### src/rtl/varredura_tabela.sv
// varredura_tabela: sweeps the 16 {a,b,c,d} vectors, holds each SETTLE+1 cycles and captures s into tabela.
// Optional one-counter on port uns is enabled by defining VARREDURA_CONTA_EN.
module varredura_tabela #(
    parameter int SETTLE = 2
) (
    input  logic        clk,
    input  logic        rst_n,
    input  logic        start,
    input  logic        s,
    output logic        a,
    output logic        b,
    output logic        c,
    output logic        d,
    output logic [15:0] tabela,
    output logic [3:0]  vetor,
    output logic        busy,
`ifdef VARREDURA_CONTA_EN
    output logic [4:0]  uns,
`endif
    output logic        done
);
    typedef enum logic [1:0] {IDLE, RUN, DONE} state_t;
    state_t     state, nxt;
    logic [3:0] cnt;
    logic       aceita, amostra;
    always_comb begin
        aceita  = start && state != RUN;
        amostra = state == RUN && cnt == 4'(SETTLE);
        nxt     = aceita ? RUN : state == DONE ? IDLE : amostra && vetor == 4'd15 ? DONE : state;
    end
    always_ff @(posedge clk or negedge rst_n) begin
        if (!rst_n) begin
            state  <= IDLE;
            vetor  <= '0;
            cnt    <= '0;
            tabela <= '0;
        end else begin
            state <= nxt;
            if (aceita) begin
                vetor  <= '0;
                cnt    <= '0;
                tabela <= '0;
            end else if (amostra) begin
                tabela[vetor] <= s;
                cnt           <= '0;
                vetor         <= vetor + 4'd1;
            end else if (state == RUN) begin
                cnt <= cnt + 4'd1;
            end
        end
    end
`ifdef VARREDURA_CONTA_EN
    always_ff @(posedge clk or negedge rst_n) begin
        if (!rst_n) uns <= '0;
        else if (aceita) uns <= '0;
        else if (amostra) uns <= uns + {4'd0, s};
    end
`endif
    // vetor wraps 15 -> 0 on the final sample, so the drivers read 0000 in DONE and IDLE
    assign {a, b, c, d} = vetor;
    assign busy = state == RUN;
    assign done = state == DONE;
endmodule

### config.mk
export PLATFORM = sky130hd
export DESIGN_NAME = varredura_tabela
export DESIGN_NICKNAME = d
export VERILOG_FILES = /design/src/rtl/varredura_tabela.sv
export SDC_FILE = /design/constraint.sdc
export NUM_CORES = 1
export LEC_CHECK = 0
export ABC_AREA = 1
export ABC_CLOCK_PERIOD_IN_PS = 1200
export BUFFER_PORTS_ARGS = -buffer_cell sky130_fd_sc_hd__buf_2
export CAP_MARGIN = 25
export CORE_MARGIN = 4
export CORE_UTILIZATION = 35
export CTS_BUF_LIST = sky130_fd_sc_hd__clkbuf_8
export DETAILED_ROUTE_END_ITERATION = 7
export PLACE_DENSITY = 0.65
export SYNTH_ARGS = -nofsm -noshare
export SYNTH_HDL_FRONTEND = slang
export SYNTH_SLANG_ARGS = --single-unit
### constraint.sdc
create_clock -name clk -period 1.2 [get_ports clk]
set_input_delay 0.36 -clock clk [delete_from_list [all_inputs] [get_ports clk]]
set_output_delay 0.36 -clock clk [all_outputs]
set_load 0.005 [all_outputs]
==> results.yml, run 1 <==
run_status:
  status: "finished, violations left"
  violations: "setup timing"
worst_setup_path:
  path_buf_inv: 2
  crit_type: "reg -> out"
  path_max_fanout: 4
  slowest_stage: "dfrtp_2"
  ff2ff_path_depth: 8
  cp-end-kind: "output port"
  crit_cells: 2
  worstSetupStartpoint: "vetor[0]"
  crit_path_frequent_cell: "buf_6"
  slowest_delay_ps: 440
  crit_required_ps: 840
  worstSetupStartpointType: "register"
  cp.arrival_ps: 960
  rr_startpoint: "cnt[0]"
  worstPathCellList: "buf_6 > buf_6"
  path_delay_family: "flip-flops"
clock_tree:
  ctsRootBufferMaster: "clkbuf_8"
  clk_path_buf_depth: 2
  clkSlewWorstSetupHoldPaths_ps: 90
  cts_made_buffers: 3
  cts_max_level: 1
  cts_sinks: 26
  cts_tree: "done"
  clock_latency_ps: 270
synth:
  synth-seq-area-share: 0.421
  synth_nets: 225
  synth_warnings: 0
  syn_inst: 215
  synth.cell_area_um2: 1550
  synth_cell_types: 18
  ys_ff_latch: 26
  synth_area_per_cell_um2: 7.19
drt:
  vias: 1404
  wl_per_cell_um: 10.6
  first_pass_iters: 4
  drc: 0
  drt_iter0_drc: 75
  ant_nets: 0
  viasPerCell: 4.47
  wl_mm: 3.32
flow_run:
  maxCapViolations: 0
min_path:
  hp-class: "in -> async"
timing:
  rsz0062_at_grt: "true"
  fmax_ghz: 0.760
  fin_crit_sh: 1.10
  hold_violations: 0
  worst_pin_slew_ps: 222
  setup_tns_ps: -1400
  hold_ws_ps: 10.5
  finalWorstPathRequiredPeriod_ps: 1320
  slew_viol_final: 0
  layout_setup_ws_ps: -116
  setup_viol: 28
  fin_skew_ps: 3.73
  relSlewSlack: 0.851
cells_and_area:
  nets: 276
  regArea_um2: 652
  final_core_util: 0.498
  fillCellCount: 427
  drive_gt1_frac: 0.307
  diodes: 0
  areaGrowthSynthToFinish_pct: 33.7
  multi_input_area_um2: 743
floorplan:
  dieHeight_um: 74.4
  initial_core_util: 0.373
  rows: 23
  num_io_pins: 30
  die_w_um: 74.4
  die_area_um2: 5540
  core_area_um2: 4140
placement:
  port-buffer-count: 29
  pre_cts_slack_ps: -70.0
  gp_congestion: 0.772
  dp_hpwl_mm: 2.48
grt:
  first_global_vias: 1412
  grt-ovfl-total: 0
  grt_max_degree: 27
  antenna_found_initial: 0
  grtUsageTotal: 0.139
  grt_pass1_wl_mm: 6.07
power:
  leakage_nw: 1.17
  ir_worst_vdd_v: 0.000479
  power_density_nw_per_um2: 775
-- sequential cells by signal (all words and copies together), names as in the netlist --
register / count
state: 2
vetor: 4
tabela: 16
cnt: 4
-- Yosys cell counts --
master	count	area share
nor2_1	21	0.051
nand3_1	21	0.068
xor2_1	2	0.011
o21ai_0	8	0.026
inv_2	1	0.0024
nand2_4	1	0.0073
a21oi_1	1	0.0032
buf_4	5	0.024
nand4_1	3	0.012
nand2_1	79	0.19
inv_1	30	0.073
nor2_2	2	0.0081
ha_1	6	0.049
nand2_2	3	0.012
buf_6	4	0.029
dfrtp_1	26	0.42
buf_2	1	0.0032
nor2_4	1	0.0073
-- final cells by class --
class	count	area share
Clock buffer	3	0.0200
Multi-Input combinational cell	148	0.360
Sequential cell	26	0.316
Inverter	31	0.0563
Tap cell	50	0.0303
Timing Repair Buffer	56	0.218
-- through the flow --
| step | total power [W] | instance area (um^2) | cells |
|---|---|---|---|
| final | 0.00160 | 2070 | 314 |
| after global routing | 0.00168 | 2070 | 314 |
| after CTS | 0.00163 | 2040 | 313 |
| after detailed placement | 0.00111 | 1860 | 302 |
| after global placement | 0.00110 | 1860 | 302 |
| after floorplan | 0.00103 | 1560 | 215 |
-- worst paths after layout --
path,endpoint,slack (ps)
min in group clk,tabela[15],380
setup / recovery,d,-120
hold reg to reg,tabela[15],480
hold / removal,tabela[11],10
setup reg to reg,tabela[2],-40
max in group asynchronous,vetor[0],1020
-- metal layers --
metal  vias to the layer above  GRT usage  share of wire
met5                         -          0              0
li1                        744          -              -
met4                         0     0.0296         0.0039
met2                        33      0.236           0.47
met1                       624      0.180           0.48
met3                         3     0.0324          0.049
-- cells by family (layout without fill, tap and decap cells) --
kind of cell,count (synthesis),after routing,synth area share
AOI/OAI and AO/OA,9,9,0.0291
xor gates and xnor gates,2,2,0.0113
buffers and inverters,41,90,0.132
DFF,26,26,0.421
and+or+nand+nor,131,131,0.358
adders and majority gates,6,6,0.0486
-- cells in the final DEF (no fill, tap or decap) --
master    Yosys  layout
o21ai_0       8       5
ha_4          0       1
buf_12        0       3
nand2_4       1       4
inv_1        30      24
nand3_1      21      21
ha_2          0       1
nand2_2       3       1
nor2_4        1       3
dfrtp_1      26      25
buf_2         1      21
dfrtp_2       0       1
nand2_1      79      78
buf_6         4      12
buf_4         5      20
o21ai_1       0       3
clkbuf_8      0       3
a21oi_1       1       1
nand4_1       3       3
nor2_1       21      17
ha_1          6       4
nor2_2        2       4
xor2_1        2       2
inv_2         1       7
-- report_power, final --
part           internal (W)  switching, W  total (W)
Sequential         0.000905     0.0000152   0.000920
Clock              0.000225      0.000275   0.000500
Combinational     0.0000766      0.000103   0.000180
-- repair_timing --
item | CTS | global route
gates resized for setup | 20 | 11
setup buffers | 8 | 1
hold buffers | 0 | 0
setup endpoints to repair | 33 | 35
pin swaps | 2 | 6
-- worst register-to-register path: cells and delay by family, from the launching register on --
family | cells | cell delay [ps]
fa+ha+maj | 1 | 140
buf+inv | 3 | 280
flops | 1 | 390
simple gates | 4 | 350
No activity file was read; power rests on OpenSTA's default activity.
==> run 2: changes to the inputs <==
--- a/config.mk
+++ b/config.mk
@@ -5,13 +5,13 @@
 export SDC_FILE = /design/constraint.sdc
 export NUM_CORES = 1
 export LEC_CHECK = 0
-export ABC_AREA = 1
 export ABC_CLOCK_PERIOD_IN_PS = 1200
 export BUFFER_PORTS_ARGS = -buffer_cell sky130_fd_sc_hd__buf_2
 export CAP_MARGIN = 25
 export CORE_MARGIN = 4
 export CORE_UTILIZATION = 35
 export CTS_BUF_LIST = sky130_fd_sc_hd__clkbuf_8
+export CTS_CLUSTER_DIAMETER = 120
 export DETAILED_ROUTE_END_ITERATION = 7
 export PLACE_DENSITY = 0.65
 export SYNTH_ARGS = -nofsm -noshare
==> run 2 against run 1 <==
Critical endpoint is now state[1]. The run still ends with setup timing left. Sequential share of layout area is 2.9 points lower. Area after synthesis fell by 3.0%. Critical path type is now reg -> reg. Synthesized cell count fell by 32%. Non-clock buffer count up 18. Wire length rose by 30%. Setup slack worse by 130 ps. Register-to-register slack worse by 200 ps. Via count barely moved. Largest cell class unchanged. Final area rose by 11%.
==> results.yml, run 2 <==
drt:
  drt_iter0_drc: 113
  first_pass_iters: 4
  ant_nets: 0
  wl_met2_mm: 2.21
  vias: 1405
  viasPerCell: 5.40
  wl_met3_um: 232
  m1WireLength_mm: 1.85
  highest_layer: "met4"
  wl_per_cell_um: 16.6
  drc: 0
  wl_mm: 4.32
cells_and_area:
  top_regs: "tabela (16), cnt (4), vetor (4)"
  drive_gt1_frac: 0.514
  areaGrowthSynthToFinish_pct: 53.1
  final_common_cell: "buf_4"
  nets: 221
  regArea_um2: 657
  fillCellCount: 350
  largest_reg_flops: 16
  multi_input_area_um2: 843
  diodes: 0
  final_cells: 260
  final_cell_mix: "buf_4, dfrtp_1, buf_2"
  largest-register: "tabela"
timing:
  slew_viol_final: 0
  worst_pin_slew_ps: 338
  setup_viol: 35
  hold_violations: 0
  rsz0062_at_grt: "true"
  layout_setup_ws_ps: -244
  fmax_ghz: 0.693
  fin_crit_sh: 1.20
  relSlewSlack: 0.773
  fin_skew_ps: 5.50
  finalWorstPathRequiredPeriod_ps: 1440
grt:
  first_global_vias: 1378
  grtUsageTotal: 0.156
  grt_max_degree: 20
  grt_pass1_wl_mm: 6.73
  antenna_found_initial: 0
  grt-ovfl-total: 0
synth:
  ys_ff_latch: 26
  yosys.area.top_type_share: 0.434
  syn_inst: 147
  synth_area_per_cell_um2: 10.2
  ys_top_cells_by_area: "dfrtp_1, ha_1, nand4_1"
  async_flop_share: 1.00
  synth.largest_area_cell: "dfrtp_1"
  synth_edf_count: 0
  synth_warnings: 0
  synth.cell_area_um2: 1500
  yosysMostFrequentCell: "dfrtp_1"
  synth_common_cells: "dfrtp_1, a21oi_1, nand4_1"
  synth-seq-area-share: 0.434
  synth_cell_types: 35
  synth_nets: 157
  ys.flop_type: "dfrtp_1"
worst_setup_path:
  cp-end-kind: "register"
  crit_required_ps: 1410
  ff2ff_path_depth: 7
  cp.arrival_ps: 1650
  path_max_fanout: 7
  worstSetupStartpointType: "register"
  crit_type: "reg -> reg"
clock_tree:
  cts_tree: "done"
  clk_path_buf_depth: 2
  clock_latency_ps: 270
  ctsRootBufferMaster: "clkbuf_8"
  clkSlewWorstSetupHoldPaths_ps: 90
  cts_max_level: 1
  cts_sinks: 26
  cts_made_buffers: 3
floorplan:
  dieHeight_um: 73.4
  num_io_pins: 30
  die_w_um: 73.4
  initial_core_util: 0.369
  rows: 23
  die_area_um2: 5390
  core_area_um2: 4060
flow_run:
  maxCapViolations: 0
placement:
  dp.cells: 237
  pre_cts_slack_ps: -209
  port-buffer-count: 29
  dp_hpwl_mm: 2.94
  gp_congestion: 0.864
power:
  ir_worst_vdd_v: 0.00135
  leakage_nw: 1.09
  power_density_nw_per_um2: 1990
run_status:
  status: "finished, violations left"
  violations: "setup timing"
min_path:
  holdPathStages: 3
  hp-class: "in -> reg"
==> run 2: changes by cell type after synthesis, moves of 4 or more <==
cell,before,now
nand2_1,79,4
inv_1,30,5
nor2_1,21,1
nand3_1,21,6
a21oi_1,1,13
nand4_1,3,12
o21ai_1,0,9
mux2i_1,0,7
a31oi_1,0,5
nand4bb_1,0,4
==> run 2: per-stage QoR <==
| stage | total power (W) | hold slack, ps | setup TNS [ps] | utilization | cell area, um^2 |
|---|---|---|---|---|---|
| final | 0.00457 | 468 | -6170 | 0.566 | 2290 |
| after floorplan | 0.00238 | 64.4 | -3940 | - | 1530 |
| after CTS | 0.00428 | 454 | -5920 | 0.530 | 2150 |
| after global placement | 0.00300 | 249 | -3690 | 0.455 | 1840 |
| after global routing | 0.00484 | 475 | -9010 | 0.566 | 2290 |
| after detailed placement | 0.00307 | 255 | -4740 | 0.455 | 1840 |
==> run 2: power breakdown <==
part	internal, W	switching (W)	total [W]
clock network	0.000446	0.000277	0.000723
logic	0.00143	0.00111	0.00254
registers	0.00110	0.000206	0.00131
total	0.00297	0.00159	0.00457
==> run 2: what timing repair did <==
item	in CTS	in global routing
endpoints found under the setup margin	36	38
gates resized for setup	33	21
setup buffers	10	7
endpoints found under the hold margin	10	0
hold buffers	1	0
pin swaps	2	5
gates cloned	0	1
==> run 2: cell type report <==
cell class / count / area share
well taps: 50 / 0.0273
multi-input cells: 100 / 0.368
clock buffers: 3 / 0.0180
flip-flops and latches: 26 / 0.286
inverters: 6 / 0.0120
repair buffers: 74 / 0.276
clock inverters: 1 / 0.0131
==> run 2: per-layer routing <==
metal  track usage  vias to the layer above
li1              -                      673
met1         0.209                      681
met2         0.263                       47
met3        0.0301                        4
met4        0.0322                        0
met5             0                        -
==> run 2: worst paths after layout <==
kind	slack [ps]	from	end
max	-240	cnt[0]	state[1]
max reg2reg	-240	cnt[0]	state[1]
min	470	s	tabela[10]
min reg2reg	540	tabela[2]	tabela[2]
max in group asynchronous	320	rst_n	state[0]
min in group asynchronous	490	rst_n	tabela[12]
==> run 2: cell families after synthesis <==
kind of cell,Yosys count,share of synthesized area
AOI/OAI and AO/OA,44,0.164
adders and majority gates,6,0.0501
buffers and inverters,21,0.0835
DFF,26,0.434
muxes,7,0.0467
and+or+nand+nor,43,0.222
==> run 2: worst max-delay path, cell delays in order, from the launching register on <==
cell and delay, ps:
dfrtp_1 390, inv_1 60, ha_2 170, buf_4 100, buf_6 110, nand4bb_4 190
nor3_2 230, o21a_1 120
==> run 3: changes to the inputs <==
--- a/config.mk
+++ b/config.mk
@@ -7,7 +7,7 @@
 export LEC_CHECK = 0
 export ABC_CLOCK_PERIOD_IN_PS = 1200
 export BUFFER_PORTS_ARGS = -buffer_cell sky130_fd_sc_hd__buf_2
-export CAP_MARGIN = 25
+export CORE_ASPECT_RATIO = 0.6
 export CORE_MARGIN = 4
 export CORE_UTILIZATION = 35
 export CTS_BUF_LIST = sky130_fd_sc_hd__clkbuf_8
==> run 3 against run 2 <==
Critical path depth decreased by 1. Critical path type unchanged. Non-clock buffer count increased by 1. Sequential share of layout area increased by 1.2 points. Cell count increased by 4.2%. The run still ends with setup timing left. Fmax decreased by 1.0%. First-iteration DRC count increased by 19%. Global-route usage increased by 1.1 points. Setup slack got worse by 15 ps. Clock skew decreased by 1.1 ps. Register-to-register slack got worse by 20 ps.
==> results.yml, run 3 (synthesis gave the netlist of run 2 again) <==
timing:
  layout_setup_ws_ps: -259
  fin_crit_sh: 1.22
  finalWorstPathRequiredPeriod_ps: 1460
  slew_viol_final: 0
  setup_viol: 36
  rsz0062_at_grt: "true"
  fmax_ghz: 0.685
  worst_pin_slew_ps: 496
  hold_violations: 0
  fin_skew_ps: 4.38
  relSlewSlack: 0.669
power:
  ir_worst_vdd_v: 0.000920
  power_density_nw_per_um2: 1950
  leakage_nw: 1.07
floorplan:
  num_io_pins: 30
  die_w_um: 92.5
  core_area_um2: 4120
  rows: 18
  initial_core_util: 0.364
  dieHeight_um: 58.7
  die_area_um2: 5430
cells_and_area:
  final_cells: 271
  nets: 222
  final_core_util: 0.534
  top_regs: "tabela (16), cnt (4), vetor (4)"
  final_cell_mix: "buf_4, dfrtp_1, buf_2"
  largest_reg_flops: 16
  stdcell_area_um2: 2200
  largest-register: "tabela"
  diodes: 0
  drive_gt1_frac: 0.469
  final_common_cell: "buf_4"
  areaGrowthSynthToFinish_pct: 46.8
drt:
  drt_iter0_drc: 134
  ant_nets: 0
  wl_mm: 4.23
  vias: 1416
  viasPerCell: 5.23
  first_pass_iters: 4
  wl_per_cell_um: 15.6
  drc: 0
worst_setup_path:
  path_delay_family: "flip-flops"
  crit_required_ps: 1350
  crit_type: "reg -> reg"
  worstSetupStartpointType: "register"
  slowest_delay_ps: 390
  worstPathCellList: "inv_1 > ha_2 > nor3b_4 > buf_4 > nand3_1 > mux2i_1"
  slowest_stage: "dfrtp_1"
  path_max_fanout: 8
  cp.arrival_ps: 1610
  path_buf_inv: 2
  cp-end-kind: "register"
grt:
  grtUsageTotal: 0.168
  grt-ovfl-total: 0
  first_global_vias: 1372
  grt_max_degree: 27
  grt_pass1_wl_mm: 7.04
  antenna_found_initial: 0
clock_tree:
  cts_made_buffers: 3
  clock_latency_ps: 270
  ctsRootBufferMaster: "clkbuf_8"
  cts_sinks: 26
  clkSlewWorstSetupHoldPaths_ps: 90
  clk_path_buf_depth: 2
  cts_tree: "done"
  cts_max_level: 1
placement:
  gp_congestion: 0.847
  dp_hpwl_mm: 3.04
  port-buffer-count: 29
  placed_area_um2: 1880
  dp.cells: 252
flow_run:
  maxCapViolations: 0
run_status:
  status: "finished, violations left"
  violations: "setup timing"
min_path:
  hp-class: "in -> async"
[run 3: cell type report]
class | count | area (um^2)
Clock buffer | 4 | 55.1
Fill cell | 378 | 1920
Inverter | 6 | 27.5
Multi-Input combinational cell | 100 | 795
Sequential cell | 26 | 656
Tap cell | 60 | 75.1
Timing Repair Buffer | 75 | 593
[run 3: final timing paths]
check / from / end / slack [ps] / depth (start not counted)
max: cnt[0] / tabela[12] / -260 / 6
min: rst_n / cnt[1] / 4 / 2
max reg2reg: cnt[0] / tabela[12] / -260 / 6
min reg2reg: tabela[14] / tabela[14] / 540 / 2
max in group asynchronous: rst_n / vetor[3] / 1010 / 2
min in group clk: s / tabela[9] / 470 / 3
[run 3: stage by stage]
stage / TNS [ps] / total power, W / worst slack [ps] / hold WS (ps)
floorplan: -3940 / 0.00238 / -208 / 64.4
global route: -9330 / 0.00459 / -357 / 11.6
global placement: -5030 / 0.00311 / -270 / 318
detailed placement: -5790 / 0.00316 / -299 / 316
CTS: -6570 / 0.00423 / -272 / 15.9
finish: -6490 / 0.00428 / -259 / 3.68
[run 3: timing repair]
item | in CTS | in global routing
pin swaps | 3 | 1
hold endpoints to repair | 0 | 0
hold buffers | 0 | 0
buffers inserted | 10 | 5
gates resized for setup | 34 | 3
endpoints found under the setup margin | 36 | 39
[run 3: report_power, final]
part           switching [W]  leakage, nW  total, W  internal, W
clock               0.000284       0.0288  0.000578     0.000294
combinational        0.00103        0.707   0.00239      0.00135
sequential          0.000218        0.339   0.00132      0.00110
[run 3: metal layers]
| layer | track usage | part of all wire | vias to the layer above |
|---|---|---|---|
| met5 | 0 | 0 | - |
| met2 | 0.253 | 0.44 | 38 |
| li1 | - | - | 674 |
| met1 | 0.249 | 0.49 | 700 |
| met3 | 0.0409 | 0.068 | 4 |
| met4 | 0.0254 | 0.0038 | 0 |
